File: src/rtl/hazard_controller.sv
// hazard_controller: execute-stage sequencing for load-use bubbles, MDU start/done stalls
// and taken-branch flushes.
module hazard_controller #(
    parameter int MDU_TIMEOUT  = 64,
    parameter int FLUSH_CYCLES = 1
) (
    input  logic        clk,
    input  logic        rst,
    input  logic        id_valid,
    input  logic [4:0]  id_rs,
    input  logic [4:0]  id_rt,
    input  logic        ex_valid,
    input  logic [4:0]  ex_rd,
    input  logic        ex_memRead,
    input  logic        ex_isMulti,
    input  logic        branch_taken,
    input  logic        mdu_done,
    output logic        stall_if,
    output logic        stall_id,
    output logic        bubble_ex,
    output logic        flush_id,
    output logic        hold_ex,
    output logic        mdu_start,
    output logic        mdu_error,
    output logic [31:0] stall_count
);
    typedef enum logic [1:0] {RUN, MULTI_WAIT, FLUSH} stateT;

    stateT       state, stateNext;
    logic [31:0] waitCnt, waitNext, flushCnt, flushNext, stallCount;
    logic        errReg, errNext;
    logic        branch, multi, loadUse, inRun, inWait, inFlush;

    assign branch  = branch_taken && ex_valid;
    assign multi   = ex_valid && ex_isMulti;
    assign loadUse = ex_valid && ex_memRead && ex_rd != 5'd0 && id_valid
                     && (ex_rd == id_rs || ex_rd == id_rt);
    assign inRun   = state == RUN;
    assign inWait  = state == MULTI_WAIT;
    assign inFlush = state == FLUSH;

    always_ff @(posedge clk) begin
        if (rst) begin
            state      <= RUN;
            waitCnt    <= '0;
            flushCnt   <= '0;
            errReg     <= 1'b0;
            stallCount <= '0;
        end else begin
            state      <= stateNext;
            waitCnt    <= waitNext;
            flushCnt   <= flushNext;
            errReg     <= errNext;
            stallCount <= stallCount + {31'd0, stall_if};
        end
    end

    always_comb begin
        stateNext = state;
        waitNext  = waitCnt;
        flushNext = flushCnt;
        errNext   = errReg;
        case (state)
            RUN: begin
                if (branch) begin
                    if (FLUSH_CYCLES > 1) begin
                        stateNext = FLUSH;
                        flushNext = 32'(FLUSH_CYCLES - 1);
                    end
                end else if (multi) begin
                    stateNext = MULTI_WAIT;
                    waitNext  = '0;
                end
            end
            MULTI_WAIT: begin
                if (mdu_done) begin
                    stateNext = RUN;
                end else if (waitCnt == 32'(MDU_TIMEOUT - 1)) begin
                    stateNext = RUN;
                    errNext   = 1'b1;
                end else begin
                    waitNext = waitCnt + 32'd1;
                end
            end
            FLUSH: begin
                flushNext = flushCnt - 32'd1;
                if (flushCnt == 32'd1) stateNext = RUN;
            end
            default: stateNext = RUN;
        endcase
    end

    // The timeout cycle still stalls; the abort takes effect from the following cycle.
    always_comb begin
        stall_if    = !rst && (inRun ? !branch && (multi || loadUse) : inWait && !mdu_done);
        stall_id    = stall_if;
        hold_ex     = !rst && (inRun ? !branch && multi : inWait && !mdu_done);
        bubble_ex   = !rst && (inRun ? branch || (!multi && loadUse) : inFlush);
        flush_id    = !rst && (inRun ? branch : inFlush);
        mdu_start   = !rst && inRun && !branch && multi;
        mdu_error   = !rst && errReg;
        stall_count = rst ? 32'd0 : stallCount;
    end
endmodule

File: config.mk
export PLATFORM = sky130hd
export DESIGN_NAME = hazard_controller
export DESIGN_NICKNAME = d
export VERILOG_FILES = /design/src/rtl/hazard_controller.sv
export SDC_FILE = /design/constraint.sdc
export NUM_CORES = 1
export LEC_CHECK = 0
export CORE_ASPECT_RATIO = 0.8
export CORE_MARGIN = 2
export CORE_UTILIZATION = 60
export CTS_CLUSTER_SIZE = 25
export DETAILED_ROUTE_END_ITERATION = 10
export DONT_BUFFER_PORTS = 1
export GPL_TIMING_DRIVEN = 0
export PLACE_DENSITY = 0.76
export SYNTH_ARGS = -nofsm -noshare
export SYNTH_HDL_FRONTEND = slang
export SYNTH_SLANG_ARGS = --single-unit
File: constraint.sdc
create_clock -name clk -period 4.15 [get_ports clk]
set_clock_uncertainty 0.1 [all_clocks]
set_input_delay 1.0375 -clock clk [delete_from_list [all_inputs] [get_ports clk]]
set_output_delay 1.0375 -clock clk [all_outputs]
set_load 0.01 [all_outputs]
; Word level (Yosys, flattened, before mapping)
; Cells that the tools add are included.
; Widths: inputs -> output; s select.
[word_totals]
register_bits = 99
in_bits = 23
out_inout_bits = 39
elab_cells = 68
[classes]
n_addsub = 3
eq_ne = 12
mux = 16
bitwise_logic = 1
n_reduce_logical = 31
[op_table]
columns = operator, n
row1 = $mux 32, 5
row2 = $pmux 32 s2, 1
row3 = $add 32x1->32, 1
row4 = $add 32x1->32 const B, 1
row5 = $eq 32x1->1 const B, 1
row6 = $eq 32x6->1 const B, 1
row7 = $sub 32x1->32 const B, 1
row8 = $logic_and 1x1->1, 18
row9 = $eq 5x5->1, 2
row10 = $mux 2, 5
row11 = $ne 2x2->1 const B, 4
row12 = $pmux 2 s3, 1
row13 = $reduce_and 5->1, 1
row14 = $reduce_bool 5->1, 1
row15 = $logic_not 1->1, 4
row16 = $mux 1, 4
row17 = $reduce_and 4->1, 1
row18 = $logic_or 1x1->1, 3
row19 = $ne 3x2->1 const B, 1
row20 = $reduce_and 3->1, 1
row21 = $eq 2x1->1 const B, 1
row22 = $eq 2x2->1 const B, 1
row23 = $logic_not 2->1, 1
row24 = $ne 2x1->1 const B, 1
row25 = 2 further kinds, 2

; Logic depth before layout (Yosys ltp)
[logic_depth]
word_depth = 9
ltp_mapped = 12
mapped_depth_nobuf = 12

; Worst setup path after synthesis
; No wires, ideal clock.
[synth_timing]
kind = input to register
startpoint = in rst
endpoint = reg stallCount[28]
setup_time_ns = 0.128
arrival_time_ns = 3.455
required_ns = 3.922
slack_ns = 0.467
stages = 12
n_path_buf = 2
cell_sequence = clkbuf_1 > clkbuf_1 > nor2_1 > nand2_1 > o21ai_0 > ha_1 > ha_1 > nand2_1 > or3_4 > nor4_1 > xnor2_1 > nor2_1
[synth_via]
elab_chain_len = 3
[synth_rtl]
columns = item, line
row1 = start: declaration, 8  ; input logic rst,
row2 = $logic_not 1->1, 95  ; stall_if = !rst && (inRun ? !branch && (multi || loadUse) : inWait && !mdu_done);
row3 = $logic_and 1x1->1, 95
row4 = via stall_id, 19  ; output logic stall_id,
row5 = $add 32x1->32, 54  ; stallCount <= stallCount + {31'd0, stall_if};
row6 = end signal: assignment, 54
row7 = end: declaration, 30  ; logic [31:0] waitCnt, waitNext, flushCnt, flushNext, stallCount;
; The timed path passes the listed nets, and every way through them passes these cells.
; A chain may end at the register's enable or synchronous reset.

; Worst setup path in the final report
[layout_timing]
startpoint = in rst
endpoint = reg stallCount[26]
; The elaborated chain is that of the path after synthesis.

==> out/summary.txt <==
number of port buffers: 0
Post-Synth Simple-Gate Area: 39.3%
clk root buf: sky130_fd_sc_hd__clkbuf_8
sum of buffers and inverters on the critical path: 2
final-report max-slew violation count: 0
proportion of synthesized area in mux cells: 0.835%
combinational group share of total power: 5.0%
final worst path period share: 90.9%
TritonCTS clock tree: done
startpoint of the lowest-slack hold path: waitCnt[31]
initial antenna violation count: 0
GRT busiest layer: met2
critical path fanouts, max: 10
Die W: 94.1 µm
Antenna diodes: 0
core area: 6340 µm²
area added between synthesis and finish: 8.03%
Hold Crit Class: reg2reg
post-route cell area: 4210 µm²
outcome: completed
time the worst path needs with I/O delays and setup: 3770 ps
post-layout util: 66.4%
final count of negative-setup-slack endpoints: 0
FFs w/ async S/R, synth: 0%
global-route wire length before repair: 16100 µm
met2 Use GR: 41.0%
effective utilization at floorplan: 61.4%
clock latency of the later-clocked register in the worst-skew pair: 350 ps
depth of the CTS H-tree: 3
area of the die: 7160 µm²
Slowest cell on crit path: sky130_fd_sc_hd__or3_4
worst reg2reg path depth: 10
hold bufs inserted after CTS: 0
start of the worst register-to-register path: state[0]
leading cell types in the layout, fill and taps excluded: sky130_fd_sc_hd__dfxtp_1, sky130_fd_sc_hd__nor2_1, sky130_fd_sc_hd__nand2_1, sky130_fd_sc_hd__nand3_1, sky130_fd_sc_hd__nor2b_1
biggest cell delay along the critical path: 430 ps
Worst R2R End: stallCount[26]
Netlist cell types: 60
number of placed instances with taps included: 566
register area share after synthesis: 33.9%
endpoint type of the worst setup path: register
largest family of logic cells by synthesized area: simple AND/OR/NAND/NOR gates
first-pass iteration count of the detailed router: 5
count of pins on the block boundary: 62
Clk network pwr share: 44.5%
global-route usage over all layers: 27.8%
total internal power: 0.949 mW
Max clock buf depth: 2
crit path DAT: 3900 ps
maximum resistive drop on vdd: 0.169 mV
Die Y-Extent: 76.1 µm
Worst Path Class, Setup: in2reg
power density of the placed cells: 299 nW/µm²
Most used DFF post-synth: sky130_fd_sc_hd__dfxtp_1
Avg Vias per Cell: 6.23
Placement Cell Area: 4000 µm²
number of instances on the worst hold path: 1
compound-cell area share of the yosys netlist: 11.6%
Fmax achieved: 265 MHz
cell-by-cell trace of the critical path: clkbuf_1, clkbuf_1, nor2_1, nand2_1, o21ai_1, ha_1, ha_1, nand2_1, or3_4, nor4_1, xnor2_1, nor2_1
M1 GR Usage: 39.9%
number of synthesized flops with an enable pin: 0
final wirelength: 9560 µm
max cap viols: 0
clock-pin slew on the worst setup and hold paths: 80 ps
Leakage Power: 1.39 nW
first-iteration detailed-routing DRC count: 215
adder-cell area share of the yosys netlist: 0.963%
Synth Register Bits: 66
hold violation total from the final report: 0
Std-Cell Rows: 26
remaining max-slew budget at the tightest pin: 55.6%
RSZ-0062 raised after global routing: false
pin count of the biggest net entering global routing: 13
count of non-filler cells in the finished layout: 582
switching share of power: 24.5%
post-route total power: 1.26 mW
kind of cell adding the most delay to the critical path: simple AND/OR/NAND/NOR gates
most common cell after layout, fill and taps aside: sky130_fd_sc_hd__dfxtp_1
required time of the critical path: 4280 ps
CP Launch Type: input pin
transition time at the pin with the least slew margin: 661 ps
CTS Buf Count: 9
net count after synthesis: 508
net switching power: 0.308 mW
post-route antenna net violation count: 0
layout cells sized above 1: 10.0%
Synth Warn #: 0
Mean Syn Cell Area: 8.08 µm²
global placer's final weighted congestion: 0.908
Mapped Cells: 482
Sequential Power Share: 50.5%
Final nets: 519
XOR/XNOR share of the synthesized area: 9.67%
total via count in the routed design: 3623
total standard cell area after synthesis: 3900 µm²
post-DP HPWL: 6910 µm
Avg WL per Cell: 16.4 µm
vias in the first global route: 3318
GRT met3 Usage: 7.12%
sink of the worst hold path: waitCnt[31]
grt ovf: 0
number of DRC violations after detailed routing: 0
number of sinks on the clock net: 66
setup slack, reg-to-reg: 850 ps
aggregate negative setup slack: 0 ps
[state kept, by name (all words and copies together), names as in the netlist]
signal / flops
stallCount: 32
waitCnt: 32
errReg: 1
state: 1
[power groups by stage]
stage	sequential, mW	combinational (mW)	clock (mW)
final	0.636	0.0627	0.559
after global routing	0.636	0.0695	0.593
after CTS	0.636	0.0626	0.562
after detailed placement	0.651	0.0623	0
after global placement	0.650	0.0608	0
after floorplan	0.650	0.0462	0
[kinds of logic (layout without fill, tap and decap cells)]
family | after synthesis | in the layout
buffers and inverters | 32 | 48
xor gates and xnor gates | 43 | 43
and+or+nand+nor | 269 | 269
DFF | 66 | 66
adders and majority gates | 3 | 3
muxes | 3 | 3
AOI/OAI and AO/OA | 66 | 66
[synth_stat cells (all sizes together), types with 4 or more instances]
cell,instances,area [µm²]
buf,13,73.8
inv,6,22.5
and4,7,61.3
nor2,55,206
a21oi,10,50.1
nand2,37,139
and2,7,43.8
nor2b,37,231
nand3,38,195
xor2,15,131
a31oi,15,106
dfxtp,66,1320
nand4,17,131
nor3,18,95.1
o21ai,13,65.1
nand3b,6,45.0
or3,7,48.8
a22oi,4,30.0
and3,9,56.3
clkbuf,13,48.8
nor4,17,161
xnor2,28,245
[routing by layer]
| layer | vias to the layer above | part of all wire (%) |
|---|---|---|
| met5 | - | 0 |
| met4 | 0 | 1.5 |
| met2 | 156 | 44 |
| met3 | 16 | 7.8 |
| met1 | 1680 | 46 |
| li1 | 1771 | - |
[stage by stage]
| stage | worst slack (ps) | hold WS [ps] |
|---|---|---|
| after CTS | 83.1 | 386 |
| after detailed placement | -263 | 368 |
| after global routing | 136 | 424 |
| after global placement | -198 | 363 |
| after floorplan | 467 | 339 |
| final | 377 | 390 |
[how the worst max path moves through the flow]
stage               startpoint        endpoint  slack, ps  cells after the start
global route               rst  stallCount[26]        140                     12
finish                     rst  stallCount[26]        380                     12
floorplan                  rst  stallCount[28]        470                     12
global placement           rst  stallCount[12]       -200                     12
detailed placement         rst  stallCount[18]       -260                     12
CTS                        rst  stallCount[18]         80                     12
[timing repair]
| item | 4_1_cts | 5_1_grt |
|---|---|---|
| resized for setup | 0 | 2 |
| endpoints found under the setup margin | 0 | 8 |
| setup buffers | 0 | 0 |
[final cells by class]
cell class / instances / area (µm²)
inverters: 6 / 22.5
fillers: 568 / 2130
plain buffers: 26 / 123
well taps: 84 / 105
multi-input cells: 384 / 2430
flip-flops and latches: 66 / 1320
clock inverters: 6 / 65.1
clock buffers: 10 / 138
(Power assumes the default switching activity.)
